==> config.mk <==
export PLATFORM = sky130hd
export DESIGN_NAME = avalon_bus_arbiter_flat
export DESIGN_NICKNAME = d
export VERILOG_FILES = /design/src/rtl/avalon_bus_arbiter_pkg.sv /design/src/rtl/avalon_bus_arbiter_if.sv /design/src/rtl/avalon_bus_arbiter_rr_arbiter_2.sv /design/src/rtl/avalon_bus_arbiter.sv /design/src/flat_wrapper.sv
export SDC_FILE = /design/constraint.sdc
export NUM_CORES = 1
export LEC_CHECK = 0
export CAP_MARGIN = 20
export CORE_MARGIN = 4
export CORE_UTILIZATION = 48
export CTS_BUF_LIST = sky130_fd_sc_hd__clkbuf_8
export CTS_CLUSTER_DIAMETER = 60
export DETAILED_ROUTE_END_ITERATION = 10
export PLACE_DENSITY = 0.95
export SLEW_MARGIN = 20
export SYNTH_ARGS = -nofsm -noshare
export SYNTH_HDL_FRONTEND = slang
export SYNTH_SLANG_ARGS = --single-unit
==> constraint.sdc <==
create_clock -name clock -period 3.8 [get_ports clock]
set_input_delay 0.38 -clock clock [delete_from_list [all_inputs] [get_ports clock]]
set_output_delay 0.38 -clock clock [all_outputs]
set_load 0.01 [all_outputs]
==> src/rtl/avalon_bus_arbiter_pkg.sv <==
// avalon_bus_arbiter_pkg: shared types and constants for the two-port Avalon-MM arbiter
package avalon_arb_pkg;
  typedef enum logic [1:0] {IDLE, GRANT, DONE} state_t;
  typedef logic port_t;
  localparam int AW = 16;
  localparam int DW = 32;
  localparam int TW = 16;
  localparam logic [DW-1:0] ABORT_DATA_DEFAULT = 32'hDEADBEEF;
  function automatic logic [7:0] sat_inc8(input logic [7:0] v);
    return v + 8'(v != 8'hFF);
  endfunction
endpackage

==> src/rtl/avalon_bus_arbiter_if.sv <==
// avalon_bus_arbiter_if: one Avalon-MM link; master modport issues requests, slave modport answers
interface avalon_bus_arbiter_if;
  import avalon_arb_pkg::*;
  logic [AW-1:0] address;
  logic          read;
  logic          write;
  logic [DW-1:0] writedata;
  logic [DW-1:0] readdata;
  logic          waitrequest;
  modport master (output address, read, write, writedata, input readdata, waitrequest);
  modport slave (input address, read, write, writedata, output readdata, waitrequest);
endinterface

==> src/rtl/avalon_bus_arbiter_rr_arbiter_2.sv <==
// rr_arbiter_2: combinational two-way round-robin pick; favours the port that did not win last
module rr_arbiter_2
  import avalon_arb_pkg::*;
(
  input  logic [1:0] req,
  input  port_t      last_grant,
  input  logic       enable,
  output port_t      grant,
  output logic       grant_valid
);
  always_comb begin
    grant_valid = enable && |req;
    grant = &req ? ~last_grant : req[1];
  end
endmodule

==> src/rtl/avalon_bus_arbiter.sv <==
// avalon_bus_arbiter: serialises two Avalon-MM requesters onto one register slave with timeout abort
module avalon_bus_arbiter
  import avalon_arb_pkg::*;
#(
  parameter int unsigned   TIMEOUT_CYCLES = 255,
  parameter logic [DW-1:0] ABORT_DATA     = ABORT_DATA_DEFAULT
) (
  input  logic                 clock,
  input  logic                 reset,
  avalon_bus_arbiter_if.slave  avalon_slave0,
  avalon_bus_arbiter_if.slave  avalon_slave1,
  avalon_bus_arbiter_if.master avalon_master,
  output logic                 timeout_error,
  output logic [7:0]           timeout_count
);
  localparam logic [TW-1:0] LAST_WAIT = TW'(TIMEOUT_CYCLES - 1);
  state_t        state;
  port_t         last_grant, grant_q, grant;
  logic          grant_valid, wr_q, abort;
  logic [1:0]    req;
  logic [AW-1:0] addr_q;
  logic [DW-1:0] wdata_q, rdata0, rdata1, cap;
  logic [TW-1:0] wait_cnt;
  always_comb begin
    req = {avalon_slave1.read | avalon_slave1.write, avalon_slave0.read | avalon_slave0.write};
    abort = avalon_master.waitrequest && wait_cnt == LAST_WAIT;
    cap = avalon_master.waitrequest ? ABORT_DATA : avalon_master.readdata;
  end
  rr_arbiter_2 u_rr (
    .req         (req),
    .last_grant  (last_grant),
    .enable      (state == IDLE),
    .grant       (grant),
    .grant_valid (grant_valid)
  );
  always_ff @(posedge clock) begin
    if (reset) begin
      state         <= IDLE;
      last_grant    <= 1'b1;
      grant_q       <= 1'b0;
      addr_q        <= '0;
      wdata_q       <= '0;
      wr_q          <= 1'b0;
      wait_cnt      <= '0;
      rdata0        <= '0;
      rdata1        <= '0;
      timeout_error <= 1'b0;
      timeout_count <= '0;
    end else begin
      case (state)
        IDLE: if (grant_valid) begin
          state      <= GRANT;
          grant_q    <= grant;
          last_grant <= grant;
          addr_q     <= grant ? avalon_slave1.address : avalon_slave0.address;
          wdata_q    <= grant ? avalon_slave1.writedata : avalon_slave0.writedata;
          wr_q       <= grant ? avalon_slave1.write : avalon_slave0.write;
          wait_cnt   <= '0;
        end
        GRANT: if (!avalon_master.waitrequest || abort) begin
          state <= DONE;
          if (!wr_q && grant_q) rdata1 <= cap;
          if (!wr_q && !grant_q) rdata0 <= cap;
          if (abort) begin
            timeout_error <= 1'b1;
            timeout_count <= sat_inc8(timeout_count);
          end
        end else wait_cnt <= wait_cnt + 1'b1;
        default: state <= IDLE;
      endcase
    end
  end
  // Strobes and port handshakes are pure decodes of registered state
  assign avalon_master.address     = addr_q;
  assign avalon_master.writedata   = wdata_q;
  assign avalon_master.read        = state == GRANT && !wr_q;
  assign avalon_master.write       = state == GRANT && wr_q;
  assign avalon_slave0.waitrequest = !(state == DONE && !grant_q);
  assign avalon_slave1.waitrequest = !(state == DONE && grant_q);
  assign avalon_slave0.readdata    = rdata0;
  assign avalon_slave1.readdata    = rdata1;
endmodule

==> src/flat_wrapper.sv <==
// flat-port wrapper written by rule: the top's interface ports become plain ports
module avalon_bus_arbiter_flat import avalon_arb_pkg::*;
#(
  parameter int unsigned   TIMEOUT_CYCLES = 255,
  parameter logic [DW-1:0] ABORT_DATA     = ABORT_DATA_DEFAULT
)
  (clock, reset, timeout_error, timeout_count, avalon_slave0_address, avalon_slave0_read, avalon_slave0_write, avalon_slave0_writedata, avalon_slave0_readdata, avalon_slave0_waitrequest, avalon_slave1_address, avalon_slave1_read, avalon_slave1_write, avalon_slave1_writedata, avalon_slave1_readdata, avalon_slave1_waitrequest, avalon_master_address, avalon_master_read, avalon_master_write, avalon_master_writedata, avalon_master_readdata, avalon_master_waitrequest);
  avalon_bus_arbiter_if avalon_slave0_i ();
  avalon_bus_arbiter_if avalon_slave1_i ();
  avalon_bus_arbiter_if avalon_master_i ();
  input  logic clock;
  input  logic reset;
  output logic timeout_error;
  output logic [7:0] timeout_count;
  input wire logic [$bits(avalon_slave0_i.address)-1:0] avalon_slave0_address;
  input wire logic [$bits(avalon_slave0_i.read)-1:0] avalon_slave0_read;
  input wire logic [$bits(avalon_slave0_i.write)-1:0] avalon_slave0_write;
  input wire logic [$bits(avalon_slave0_i.writedata)-1:0] avalon_slave0_writedata;
  output wire logic [$bits(avalon_slave0_i.readdata)-1:0] avalon_slave0_readdata;
  output wire logic [$bits(avalon_slave0_i.waitrequest)-1:0] avalon_slave0_waitrequest;
  input wire logic [$bits(avalon_slave1_i.address)-1:0] avalon_slave1_address;
  input wire logic [$bits(avalon_slave1_i.read)-1:0] avalon_slave1_read;
  input wire logic [$bits(avalon_slave1_i.write)-1:0] avalon_slave1_write;
  input wire logic [$bits(avalon_slave1_i.writedata)-1:0] avalon_slave1_writedata;
  output wire logic [$bits(avalon_slave1_i.readdata)-1:0] avalon_slave1_readdata;
  output wire logic [$bits(avalon_slave1_i.waitrequest)-1:0] avalon_slave1_waitrequest;
  output wire logic [$bits(avalon_master_i.address)-1:0] avalon_master_address;
  output wire logic [$bits(avalon_master_i.read)-1:0] avalon_master_read;
  output wire logic [$bits(avalon_master_i.write)-1:0] avalon_master_write;
  output wire logic [$bits(avalon_master_i.writedata)-1:0] avalon_master_writedata;
  input wire logic [$bits(avalon_master_i.readdata)-1:0] avalon_master_readdata;
  input wire logic [$bits(avalon_master_i.waitrequest)-1:0] avalon_master_waitrequest;
  assign avalon_slave0_i.address = avalon_slave0_address;
  assign avalon_slave0_i.read = avalon_slave0_read;
  assign avalon_slave0_i.write = avalon_slave0_write;
  assign avalon_slave0_i.writedata = avalon_slave0_writedata;
  assign avalon_slave0_readdata = avalon_slave0_i.readdata;
  assign avalon_slave0_waitrequest = avalon_slave0_i.waitrequest;
  assign avalon_slave1_i.address = avalon_slave1_address;
  assign avalon_slave1_i.read = avalon_slave1_read;
  assign avalon_slave1_i.write = avalon_slave1_write;
  assign avalon_slave1_i.writedata = avalon_slave1_writedata;
  assign avalon_slave1_readdata = avalon_slave1_i.readdata;
  assign avalon_slave1_waitrequest = avalon_slave1_i.waitrequest;
  assign avalon_master_address = avalon_master_i.address;
  assign avalon_master_read = avalon_master_i.read;
  assign avalon_master_write = avalon_master_i.write;
  assign avalon_master_writedata = avalon_master_i.writedata;
  assign avalon_master_i.readdata = avalon_master_readdata;
  assign avalon_master_i.waitrequest = avalon_master_waitrequest;
  avalon_bus_arbiter #(.TIMEOUT_CYCLES(TIMEOUT_CYCLES), .ABORT_DATA(ABORT_DATA)) u_core (.clock(clock), .reset(reset), .avalon_slave0(avalon_slave0_i), .avalon_slave1(avalon_slave1_i), .avalon_master(avalon_master_i), .timeout_error(timeout_error), .timeout_count(timeout_count));
endmodule
After elaboration in Yosys (flattened, before gate mapping) --
Index checks and enable logic that the tools add are counted.
Operators by class: add/sub/neg operators 2, equality and inequality tests 7, muxes and demuxes 11, bitwise logic cells 3, reduce and logical (&&, ||, !) cells 24
Operators by type and width (number):
- 32-bit two-way mux | 2
- 16-bit two-way mux | 3
- 16-bit case mux with 2 select lines | 1
- 16-bit by 1-bit adder with 16-bit output (second input constant) | 1
- 16-bit by 8-bit equality test with 1-bit output (second input constant) | 1
- 3-bit AND reduction | 4
- 8-bit by 1-bit adder with 8-bit output | 1
- 1-bit logical AND | 8
- 8-bit != test (second input constant) | 1
- 2-bit AND reduction | 3
- 1-bit zero test | 5
- 2-bit two-way mux | 2
- 2-bit by 1-bit != test with 1-bit output (second input constant) | 2
- 2-bit case mux with 2 select lines | 1
- 2-bit by 1-bit equality test with 1-bit output (second input constant) | 1
- 2-bit equality test (second input constant) | 1
- 2-bit zero test | 1
- 1-bit two-way mux | 2
- 2-bit != test (second input constant) | 1
- 1-bit bitwise OR | 2
- 2-bit nonzero test | 1
- 2-bit OR reduction | 1
- 1-bit logical OR | 1
- 1-bit inverter | 1
Word-level totals: register bits 142, output and inout bits 125, logic and storage cells 58

Logic depth before layout (Yosys ltp) --
depth after elaboration 5, depth in mapped cells 8

Hierarchy --
A second synthesis with hierarchy kept.
Second synthesis, totals: cells, all modules 661, area total of the unflattened synthesis 6188.4 um^2
Modules (own cells, without submodules):
- avalon_bus_arbiter | instances 1, cells each 659, area each 6169.7 um^2, seq. area each 2842.7 um^2
- rr_arbiter_2 | instances 1, cells each 2, area each 18.8 um^2, seq. area each 0.0 um^2

Worst setup path before layout --
No wires, ideal clock.
path kind reg2reg, start point reg u_core.timeout_count[3], end point reg u_core.timeout_count[2], setup time 123 ps, arrival 1757 ps, required time 3677 ps, slack 1920 ps, cell stages (with the launch flop) 8, path buffers 0, path through dfxtp_1 -> and3_1 -> nand2_1 -> or2_2 -> ha_1 -> ha_1 -> nand3_1 -> mux2_1
On the way: cells in the longest elaborated chain, start to end 2
RTL lines:
- start, declared | RTL line avalon_bus_arbiter.sv:14 | output logic [7:0] timeout_count
- start signal, assigned | RTL line avalon_bus_arbiter.sv:66 | timeout_count <= sat_inc8(timeout_count);
- 8-bit != test | RTL line avalon_bus_arbiter_pkg.sv:10 | return v + 8'(v != 8'hFF);
- 8-bit by 1-bit adder with 8-bit output | RTL line avalon_bus_arbiter_pkg.sv:10
Every way passes these cells. A chain may end at the register's enable or synchronous reset.

Worst setup path in the final report --
start point reg u_core.wait_cnt[0], end point reg u_core.rdata0[21] (netlist: u_core.avalon_slave0.readdata[21])
On the way: cells in the longest elaborated chain, start to end 4
RTL lines:
- start, declared | RTL line avalon_bus_arbiter.sv:23 | logic [TW-1:0] wait_cnt;
- start signal, assigned | RTL line avalon_bus_arbiter.sv:68 | end else wait_cnt <= wait_cnt + 1'b1;
- 16-bit by 8-bit equality test with 1-bit output | RTL line avalon_bus_arbiter.sv:26 | abort = avalon_master.waitrequest && wait_cnt == LAST_WAIT;
- 1-bit logical AND | RTL line avalon_bus_arbiter.sv:26
- 1-bit logical OR | RTL line avalon_bus_arbiter.sv:60 | GRANT: if (!avalon_master.waitrequest || abort) begin
- 3-bit AND reduction (no line)
- end signal, assigned | RTL line avalon_bus_arbiter.sv:63 | if (!wr_q && !grant_q) rdata0 <= cap;
- end, declared | RTL line avalon_bus_arbiter.sv:22 | logic [DW-1:0] wdata_q, rdata0, rdata1, cap;
Every way passes these cells.

==> impl_metrics.ini <==
[yosys]
synth-seq-area-share = 0.445
synth_top_cell_area_share = 0.445
synth_ff_type = dfxtp_1
synth_cells = 668
yosys-top-cells-area = dfxtp_1 (45%), mux2i_1 (18%), nand2_1 (4.6%)
synth_top_cell_by_area = dfxtp_1
synth_edf_count = 0
syn_area_mm2 = 0.00639
synth_seq_cells = 142
ys_types = 54
async_flop_share = 0
syn_nets = 807
syn_avg_cell_area_um2 = 9.56
yosys_warnings = 0

[route]
vias_per_cell = 5.55
drtIter0Drc = 556
firstDrtPassIters = 5
wirelength_um = 20100
wl_per_cell_um = 18.5
ant_nets = 0
route.vias.total = 6035
drc = 0

[hold_path]
min-delay-start = reset
holdPathStages = 4
min_to = u_core.wait_cnt[6]
worst_hold_path_type = input port to flop

[final_layout]
syn_to_final_growth_pct = 47.6
insertedDiodeCount = 0
drive_gt1_frac = 0.0797
layout.nets = 1042
fill_cells = 846

[clock_network]
cts_setup_buffers = 0
cts_buffers = 17
clock_latency_ns = 0.46
cts_hold_buf = 0
cts.clk_slew.worst_paths_ns = 0.08
cts_resized = 0
h-tree-depth = 4
cts_tree = done
cts_max_path_buffers = 2
cts-root-buf = clkbuf_8
cts_sinks = 142

[floorplanning]
ios = 260
die_area_mm2 = 0.0152
core_area_mm2 = 0.0128
die_h_um = 123
die_width_um = 123
start_util = 0.498
row_count = 41

[sta]
max_freq_mhz = 401
timing.final.crit_share = 0.656
rsz0062_at_grt = no
fin_setup_tns_ns = 0
setup_viol = 0
worstMarginPinSlew_ns = 1.07
fin_crit_ns = 2.49
hold_violations = 0
slew_headroom = 0.286
final-max-slew-violation-count = 0
finClkSkew_ns = 0.0131

[power]
seq_power_share = 0.433
p_sw_w = 0.00101
pwr-share-clk = 0.359
vdd_drop_max_mv = 0.256
power.leakage_nw = 3.92
intPower_w = 0.00279
powerDensity_mw_per_mm2 = 403
p_sw_frac = 0.265
comb_power_share = 0.208
finalPower_w = 0.00380

[critical_path]
crit_type = flop to flop
slowest_delay_ns = 0.51
ff2ff_setup_slack_ns = 1.31
r2r_start = u_core.wait_cnt[0]
cp_max_fo = 32
worst-path-buf-inv = 2
rr_worst_depth = 7
critPathTopFamily = simple AND/OR/NAND/NOR gates
cp.required_ns = 4.17
r2r-end = u_core.avalon_slave0.readdata[21]
cp.arrival_ns = 2.86
worstSetupEndpointType = flop
crit_chain = inv_1 > ha_1 > and4b_1 > and4_1 > o211ai_4 > buf_4 > mux2i_1
worstSetupStartpointType = flop
crit_slowest_cell = buf_4

[global_routing]
antenna_found_initial = 0
gr-usage-all-layers = 0.253
grt_pass1_vias = 5848
grt_max_degree = 101
overflow = 0
grt_pass1_wl_um = 29900

[placed_design]
port_buffers = 259
place_congestion = 0.855
dp_hpwl_um = 14300

[job]
max_cap_viol_count = 0

[run_status]
status = finished, final reports clean
-- final cells by class --
| class | instances | area, um2 | area share |
|---|---|---|---|
| Clock inverter | 14 | 200 | 0.0212 |
| Sequential cell | 142 | 2840 | 0.302 |
| Clock buffer | 18 | 248 | 0.0263 |
| Multi-Input combinational cell | 464 | 3240 | 0.343 |
| Inverter | 12 | 45.0 | 0.00478 |
| Timing Repair Buffer | 266 | 2640 | 0.280 |
| Tap cell | 172 | 215 | 0.0228 |
-- sequential cells by signal, indices dropped and copies added, names as in the netlist --
register,cells
u_core.wait_cnt,16
u_core.timeout_error,1
u_core.timeout_count,8
u_core.avalon_master.writedata,32
u_core.wr_q,1
u_core.state,2
u_core.avalon_slave1.readdata,32
u_core.last_grant,1
u_core.avalon_slave0.readdata,32
u_core.grant_q,1
u_core.avalon_master.address,16
-- logic make-up (layout without fill, tap and decap cells) --
| family | count (synthesis) | count (layout) | synth area share |
|---|---|---|---|
| buffers and inverters | 62 | 310 | 0.0503 |
| multiplexers | 116 | 116 | 0.182 |
| AND/OR/NAND/NOR | 211 | 211 | 0.157 |
| flip-flops | 142 | 142 | 0.445 |
| AO/OA/AOI/OAI | 133 | 133 | 0.158 |
| adder cells (fa/ha/maj) | 4 | 4 | 0.00784 |
-- cells in the final DEF (no fill, tap or decap), drive strengths merged, types with 3 or more instances in the layout --
cell type,instances
a211oi,48
a21oi,16
a31oi,8
and2,3
and3,3
buf,8
bufinv,5
clkbuf,18
clkdlybuf4s50,258
clkinv,4
dfxtp,142
ha,4
inv,15
mux2i,114
nand2,79
nand2b,3
nand3,19
nand3b,3
nand4,10
nor2,60
nor2b,3
nor3,4
nor4,7
o211ai,10
o21ai,32
or2,5
or3,4
or4,3
-- worst max-delay path by stage --
stage,start,to,slack [ns],cells after the start
global route,u_core.wait_cnt[0],u_core.avalon_slave0.readdata[12],1.16,7
floorplan,u_core.timeout_count[3],u_core.timeout_count[2],1.92,7
CTS,u_core.state[1],avalon_master_read,1.31,3
detailed placement,avalon_slave1_write,u_core.avalon_master.writedata[2],1.10,5
global placement,avalon_slave1_write,u_core.avalon_master.writedata[11],1.21,5
finish,u_core.wait_cnt[0],u_core.avalon_slave0.readdata[21],1.31,7
-- per-stage QoR --
step	worst slack [ns]	area [um2]	hold slack [ns]	std cells	util
final	1.31	9430	0.258	1088	0.735
after global placement	1.21	8980	0.444	1056	0.700
after CTS	1.31	9430	0.224	1088	0.735
after detailed placement	1.10	8980	0.452	1056	0.700
after floorplan	1.92	6390	0.441	668	-
after global routing	1.16	9430	0.256	1088	0.735
-- layer usage --
layer,global-route usage,up-vias,routed length (um)
li1,-,2878,-
met2,0.441,242,10400
met5,0,-,0
met3,0.0700,56,1370
met4,0.104,0,676
met1,0.291,2859,7670
-- worst min-delay path, delay by kind of cell --
kind,cells,cell delay [ns]
buffers and inverters,2,0.17
AO/OA/AOI/OAI,2,0.12
-- synth_stat cells, types with 2 or more instances --
cell type / count
ha_1: 4
a31oi_1: 8
nand2b_1: 3
mux2i_1: 114
a211oi_1: 29
a211oi_2: 19
o21ai_0: 30
nand3_1: 19
nor2_1: 60
buf_6: 10
nand2_1: 79
nor4_1: 6
or2_2: 5
nand3b_1: 3
buf_2: 8
a21oi_1: 16
a21o_1: 2
and2_1: 3
a41oi_1: 2
nor2b_1: 3
o211ai_1: 7
or4_1: 3
o211ai_4: 2
or3_1: 4
clkbuf_1: 29
nor3_1: 4
o22ai_1: 2
inv_1: 12
o31ai_1: 2
a32oi_1: 2
a31o_2: 2
and3_1: 3
dfxtp_1: 142
nand4_1: 9
buf_1: 2
o21ai_1: 2
-- power by group through the flow --
stage / clock network, W / logic, W / registers, W
after floorplan: 0 / 0.000344 / 0.00171
after global placement: 0 / 0.000771 / 0.00167
after detailed placement: 0 / 0.000786 / 0.00167
after CTS: 0.00138 / 0.000793 / 0.00164
after global routing: 0.00144 / 0.000841 / 0.00165
final: 0.00136 / 0.000790 / 0.00164
(Power assumes the default switching activity.)
